## config.mk

```make
export PLATFORM = sky130hd
export DESIGN_NAME = fifo_vector_gen
export DESIGN_NICKNAME = d
export VERILOG_FILES = /design/src/rtl/fifo_pkg.sv /design/src/rtl/ram_dp_sync.sv /design/src/rtl/fifo_vector_gen.sv
export SDC_FILE = /design/constraint.sdc
export NUM_CORES = 1
export LEC_CHECK = 0
export BUFFER_PORTS_ARGS = -buffer_cell sky130_fd_sc_hd__buf_4
export CORE_MARGIN = 5
export CORE_UTILIZATION = 55
export CTS_CLUSTER_SIZE = 24
export DETAILED_ROUTE_END_ITERATION = 8
export PLACE_DENSITY = 0.72
export SLEW_MARGIN = 25
export SYNTH_ARGS = -nofsm -noshare
export SYNTH_HDL_FRONTEND = slang
export SYNTH_SLANG_ARGS = --single-unit
```

## constraint.sdc

```tcl
create_clock -name clk -period 6 [get_ports clk]
set_clock_uncertainty 0.05 [all_clocks]
set_input_delay 0.6 -clock clk [delete_from_list [all_inputs] [get_ports clk]]
set_output_delay 0.6 -clock clk [all_outputs]
set_load 0.1 [all_outputs]
```

## src/rtl/fifo_pkg.sv

```systemverilog
// Shared constants, types and vector-side FSM states for the vector FIFO.
package fifo_pkg;

    localparam int unsigned DATA_W_DEF = 32;
    localparam int unsigned DEPTH_DEF  = 16;
    localparam int unsigned AW_DEF     = $clog2(DEPTH_DEF);
    localparam int unsigned CNT_W_DEF  = AW_DEF + 1;

    typedef logic [DATA_W_DEF-1:0] data_t;
    typedef logic [CNT_W_DEF-1:0]  ptr_t;

    typedef enum logic [1:0] {
        ST_EMPTY = 2'b00,
        ST_FILL  = 2'b01,
        ST_READY = 2'b10
    } vec_state_e;

endpackage

```

## src/rtl/ram_dp_sync.sv

```systemverilog
// Single-clock dual-port RAM: synchronous write, registered read with clearable output.
module ram_dp_sync #(
    parameter int unsigned DATA_W = 32,
    parameter int unsigned DEPTH  = 16,
    parameter int unsigned AW     = $clog2(DEPTH)
) (
    input  logic              clk,
    input  logic              rst,
    input  logic              clr,
    input  logic              we,
    input  logic [AW-1:0]     waddr,
    input  logic [DATA_W-1:0] wdata,
    input  logic              re,
    input  logic [AW-1:0]     raddr,
    output logic [DATA_W-1:0] rdata
);

    logic [DATA_W-1:0] mem [DEPTH];

    // Storage array; contents are not reset.
    always_ff @(posedge clk) begin
        if (we) begin
            mem[waddr] <= wdata;
        end
    end

    // Read register holds its value between reads; old data wins on same-address write.
    always_ff @(posedge clk or negedge rst) begin
        if (!rst) begin
            rdata <= '0;
        end else if (clr) begin
            rdata <= '0;
        end else if (re) begin
            rdata <= mem[raddr];
        end
    end

endmodule

```

## src/rtl/fifo_vector_gen.sv

```systemverilog
// Vector FIFO: circular buffer with vector-length tracking, status and sticky error flags.
module fifo_vector_gen #(
    parameter int unsigned DATA_W = fifo_pkg::DATA_W_DEF,
    parameter int unsigned DEPTH  = fifo_pkg::DEPTH_DEF,
    parameter int unsigned CNT_W  = $clog2(DEPTH) + 1
) (
    input  logic              clk,
    input  logic              rst,
    input  logic              clr,
    input  logic              push,
    input  logic              pop,
    input  logic [DATA_W-1:0] data_in,
    input  logic [CNT_W-1:0]  len,
    output logic [DATA_W-1:0] data_out,
    output logic              valid_out,
    output logic              last_out,
    output logic              ready,
    output logic              full,
    output logic              empty,
    output logic [CNT_W-1:0]  count,
    output logic              overflow,
    output logic              underflow
);

    import fifo_pkg::*;

    localparam int unsigned AW = $clog2(DEPTH);

    vec_state_e       state_q, state_d;
    logic [CNT_W-1:0] wr_ptr_q, wr_ptr_d;
    logic [CNT_W-1:0] rd_ptr_q, rd_ptr_d;
    logic [CNT_W-1:0] vec_idx_q, vec_idx_d;
    logic [CNT_W-1:0] len_q, len_d;
    logic [CNT_W-1:0] count_d;
    logic [CNT_W-1:0] len_legal;
    logic             full_d, empty_d, ovf_d, unf_d, valid_d, last_d;
    logic             push_acc, pop_acc;

    // Element storage; writes/reads suppressed during flush.
    ram_dp_sync #(
        .DATA_W (DATA_W),
        .DEPTH  (DEPTH),
        .AW     (AW)
    ) u_ram (
        .clk   (clk),
        .rst   (rst),
        .clr   (clr),
        .we    (push_acc & ~clr),
        .waddr (wr_ptr_q[AW-1:0]),
        .wdata (data_in),
        .re    (pop_acc & ~clr),
        .raddr (rd_ptr_q[AW-1:0]),
        .rdata (data_out)
    );

    // Next-state: pointers, occupancy, vector tracking, flags and FSM.
    always_comb begin
        pop_acc   = pop & ~empty;
        push_acc  = push & (~full | pop_acc);
        len_legal = (len == '0 || len > CNT_W'(DEPTH)) ? CNT_W'(DEPTH) : len;

        wr_ptr_d  = wr_ptr_q;
        rd_ptr_d  = rd_ptr_q;
        count_d   = count;
        vec_idx_d = vec_idx_q;
        len_d     = len_q;
        full_d    = full;
        empty_d   = empty;
        ovf_d     = overflow;
        unf_d     = underflow;
        valid_d   = 1'b0;
        last_d    = 1'b0;
        state_d   = state_q;

        if (clr) begin
            wr_ptr_d  = '0;
            rd_ptr_d  = '0;
            count_d   = '0;
            vec_idx_d = '0;
            len_d     = CNT_W'(DEPTH);
            full_d    = 1'b0;
            empty_d   = 1'b1;
            ovf_d     = 1'b0;
            unf_d     = 1'b0;
            state_d   = ST_EMPTY;
        end else begin
            wr_ptr_d = wr_ptr_q + CNT_W'(push_acc);
            rd_ptr_d = rd_ptr_q + CNT_W'(pop_acc);
            count_d  = count + CNT_W'(push_acc) - CNT_W'(pop_acc);
            ovf_d    = overflow | (push & ~push_acc);
            unf_d    = underflow | (pop & ~pop_acc);

            // Length only changes while idle and empty, so an in-flight vector keeps its size.
            if (empty && !push_acc) begin
                len_d = len_legal;
            end

            if (pop_acc) begin
                valid_d = 1'b1;
                if (vec_idx_q == len_q - CNT_W'(1)) begin
                    last_d    = 1'b1;
                    vec_idx_d = '0;
                end else begin
                    vec_idx_d = vec_idx_q + CNT_W'(1);
                end
            end

            full_d  = (wr_ptr_d[AW] != rd_ptr_d[AW]) &&
                      (wr_ptr_d[AW-1:0] == rd_ptr_d[AW-1:0]);
            empty_d = (wr_ptr_d == rd_ptr_d);

            if (count_d == '0) begin
                state_d = ST_EMPTY;
            end else if (count_d < len_d) begin
                state_d = ST_FILL;
            end else begin
                state_d = ST_READY;
            end
        end
    end

    // State register for all control and status.
    always_ff @(posedge clk or negedge rst) begin
        if (!rst) begin
            state_q   <= ST_EMPTY;
            wr_ptr_q  <= '0;
            rd_ptr_q  <= '0;
            vec_idx_q <= '0;
            len_q     <= CNT_W'(DEPTH);
            count     <= '0;
            full      <= 1'b0;
            empty     <= 1'b1;
            overflow  <= 1'b0;
            underflow <= 1'b0;
            valid_out <= 1'b0;
            last_out  <= 1'b0;
        end else begin
            state_q   <= state_d;
            wr_ptr_q  <= wr_ptr_d;
            rd_ptr_q  <= rd_ptr_d;
            vec_idx_q <= vec_idx_d;
            len_q     <= len_d;
            count     <= count_d;
            full      <= full_d;
            empty     <= empty_d;
            overflow  <= ovf_d;
            underflow <= unf_d;
            valid_out <= valid_d;
            last_out  <= last_d;
        end
    end

    // A full vector is buffered exactly when the FSM sits in READY.
    assign ready = (state_q == ST_READY);

endmodule

```

==> flow_metrics.py <==
metrics = {
    "outcome": {
        "status": "completed",
    },
    "critical_path": {
        "path_class": "register to register",
        "crit_path_end_kind": "register",
        "crit_required_ns": 6.48,
        "critPathMaxFanout": 5,
        "arrival_ns": 4.17,
        "cp-start-kind": "register",
    },
    "pwr": {
        "powerDensity_nw_per_um2": 356,
        "irDropWorstVdd_uv": 242,
        "switching_share_pct": 24.5,
        "pwr-share-seq_pct": 49.3,
        "internal-power_mw": 6.92,
        "p_switching_mw": 2.25,
        "power_frac_comb_pct": 13.2,
        "leakage_nw": 8.37,
        "clkPwrFrac_pct": 37.5,
    },
    "global_route": {
        "grt_first_pass_wirelength_um": 70800,
        "globalRouteOverflowTotal": 0,
        "grt_antenna_before_repair": 0,
        "grt_usage_pct": 21.2,
        "grt_max_degree": 107,
        "grt_pass1_vias": 11200,
    },
    "floorplanning": {
        "die_area_um2": 44800,
        "rows": 73,
        "top_level_ports": 86,
        "fp.dieH_um": 212,
        "start_util_pct": 55.9,
        "die_x_um": 212,
        "coreArea_um2": 40000,
    },
    "clock_tree": {
        "clock_sinks": 577,
        "cts_resized": 0,
        "cts_max_level": 2,
        "cts-root-buf": "clkbuf_16",
        "tritoncts": "done",
        "clkLatencyLatePin_ns": 0.59,
        "ctsLongestPathBuffers": 3,
        "path_clk_slew_ns": 0.06,
        "cts_setup_buffers": 0,
        "numCtsBuffers": 55,
    },
    "synthesis": {
        "yosysSeqAreaShare_pct": 76.1,
        "synth_nets": 1131,
        "synth_warnings": 0,
        "post_synth.cell_area_avg_um2": 20.8,
        "synth.distinct_cells": 42,
        "ys_ff_latch": 577,
        "synth-edff-count": 512,
        "syn_inst": 1072,
        "async_flop_share_pct": 11.3,
        "netlist_area_um2": 22300,
        "synth_ff_type": "edfxtp_1",
    },
    "layout": {
        "area_growth_pct": 15.2,
        "final_nets": 1248,
        "final_layout_size_suffix_gt1_share_pct": 27.9,
        "most-common-layout-cells": "edfxtp_1, mux4_2, buf_4, mux2i_1, dfrtp_1",
        "finish.instance_area_um2": 25800,
        "layout_commonest_cell": "edfxtp_1",
        "insertedDiodeCount": 0,
    },
    "detailed_routing": {
        "drtIter0Drc": 1069,
        "routedWlPerCell_um": 26.3,
        "drc": 0,
        "drt_first_pass_iters": 5,
        "via_per_inst": 6.11,
        "vias": 10800,
        "wirelength_um": 46300,
        "postRouteAntennaNets": 0,
    },
    "place": {
        "port_buffers": 85,
        "place_congestion": 0.814,
        "place_hpwl_um": 26100,
        "dpl_cell_area_um2": 23900,
    },
    "timing": {
        "slew_violations": 0,
        "finalHoldViolCount": 0,
        "setup_viol": 0,
        "timing.final.crit_period_ns": 3.69,
        "post-route-period-util_pct": 61.5,
        "whs_ns": 0.217,
        "worstMarginPinSlew_ns": 1.00,
        "slew-limit-headroom_pct": 33.3,
        "fmax_ghz": 0.271,
        "tns_ns": 0,
        "rsz0062_at_grt": "false",
    },
    "worst_hold_path": {
        "min_path_type": "input pin to register",
    },
    "run": {
        "max-cap-violations": 0,
    },
}
## registers in the layout (all words and copies together) (netlist names)
signal	count
vec_idx_q	5
underflow	1
state_q	2
last_out	1
u_ram.rdata	32
count	5
rd_ptr_q	5
empty	1
len_q	5
full	1
overflow	1
u_ram.mem	512
wr_ptr_q	5
valid_out	1
## what timing repair did
item | CTS | global route
setup endpoints to repair | 0 | 0
hold buffers | 1 | 0
hold endpoints to repair | 29 | 0
## metrics by stage
| stage | instances | worst slack [ns] | util [%] | power, mW |
|---|---|---|---|---|
| finish | 1760 | 2.31 | 64.4 | 9.17 |
| global route | 1760 | 2.14 | 64.4 | 9.50 |
| detailed placement | 1656 | 2.27 | 59.8 | 5.82 |
| global placement | 1648 | 2.33 | 59.2 | 5.79 |
| CTS | 1760 | 2.36 | 64.4 | 9.25 |
| floorplan | 1072 | 1.76 | - | 5.50 |
## cells by family after synthesis
logic type / share of synthesized area, %
AO/OA/AOI/OAI: 2.52
flip-flops: 76.1
XOR/XNOR: 0.823
multiplexers: 15.8
AND/OR/NAND/NOR: 2.23
adder cells (fa/ha/maj): 0.985
buffers and inverters: 1.55
## synthesized netlist by cell type, types with 6 or more instances
cell type  instances  area [um2]
edfxtp_1         512       15400
mux4_2           128        2880
mux2i_1           65         651
dfrtp_1           63        1580
nor2_1            47         176
o21ai_1           33         165
a21oi_1           27         135
buf_2             24         120
inv_1             18        67.6
a2bb2oi_1         16         140
ha_1              16         200
clkbuf_1          15        56.3
xnor2_1           11        96.3
nand3_1           10        50.1
xor2_1            10        87.6
nor2b_1            8        50.1
nor3_1             8        40.0
buf_6              6        67.6
nand2b_1           6        37.5
## worst paths after layout
kind                                                   from                           to  slack [ns]  cells past startpoint
worst max-delay path                        empty$_DFF_PN1_         state_q[1]$_DFF_PN0_        2.31                     15
worst min-delay path                                    pop          underflow$_DFF_PN0_        0.22                      3
worst max register to register              empty$_DFF_PN1_         state_q[1]$_DFF_PN0_        2.31                     15
worst min register to register  u_ram.rdata[18]$_DFFE_PN0P_  u_ram.rdata[18]$_DFFE_PN0P_        0.45                      2
max in group asynchronous                               rst        rd_ptr_q[2]$_DFF_PN0_        4.46                      3
min in group asynchronous                               rst           last_out$_DFF_PN0_        0.49                      2
## area by class of cell
| class | instances | area, um2 |
|---|---|---|
| inverter | 18 | 67.6 |
| timing repair buffer | 112 | 1070 |
| multi-input combinational | 425 | 5140 |
| fill | 2651 | 14200 |
| sequential | 577 | 17000 |
| clock buffer | 81 | 1570 |
| tap | 525 | 657 |
| clock inverter | 22 | 239 |
## critical path: stages (launching register included)
cell      delay [ns]
dfstp_2         0.56
nand2b_1        0.22
inv_1           0.15
o21ai_1         0.33
ha_1            0.20
inv_1           0.04
ha_1            0.20
fa_1            0.44
a21o_1          0.20
a21oi_1         0.17
xnor2_1         0.18
inv_1           0.07
ha_1            0.31
nand4_1         0.09
o21ai_0         0.23
and3_1          0.18
## layer usage
layer | track usage, % | part of all wire, % | vias up | wire, um
met3 | 4.08 | 6.4 | 70 | 2960
li1 | - | - | 4607 | -
met5 | 0 | 0 | - | 0
met2 | 34.6 | 50 | 370 | 22900
met1 | 30.0 | 42 | 5704 | 19400
met4 | 5.44 | 2.3 | 0 | 1050
## power groups by stage
stage / Sequential (mW) / Combinational, mW / Clock (mW)
after global routing: 4.53 / 1.29 / 3.68
after global placement: 4.61 / 1.18 / 0
final: 4.52 / 1.21 / 3.44
after floorplan: 4.84 / 0.659 / 0
after detailed placement: 4.61 / 1.21 / 0
after CTS: 4.52 / 1.22 / 3.51
Note: power is estimated with default switching activity, not from simulation.
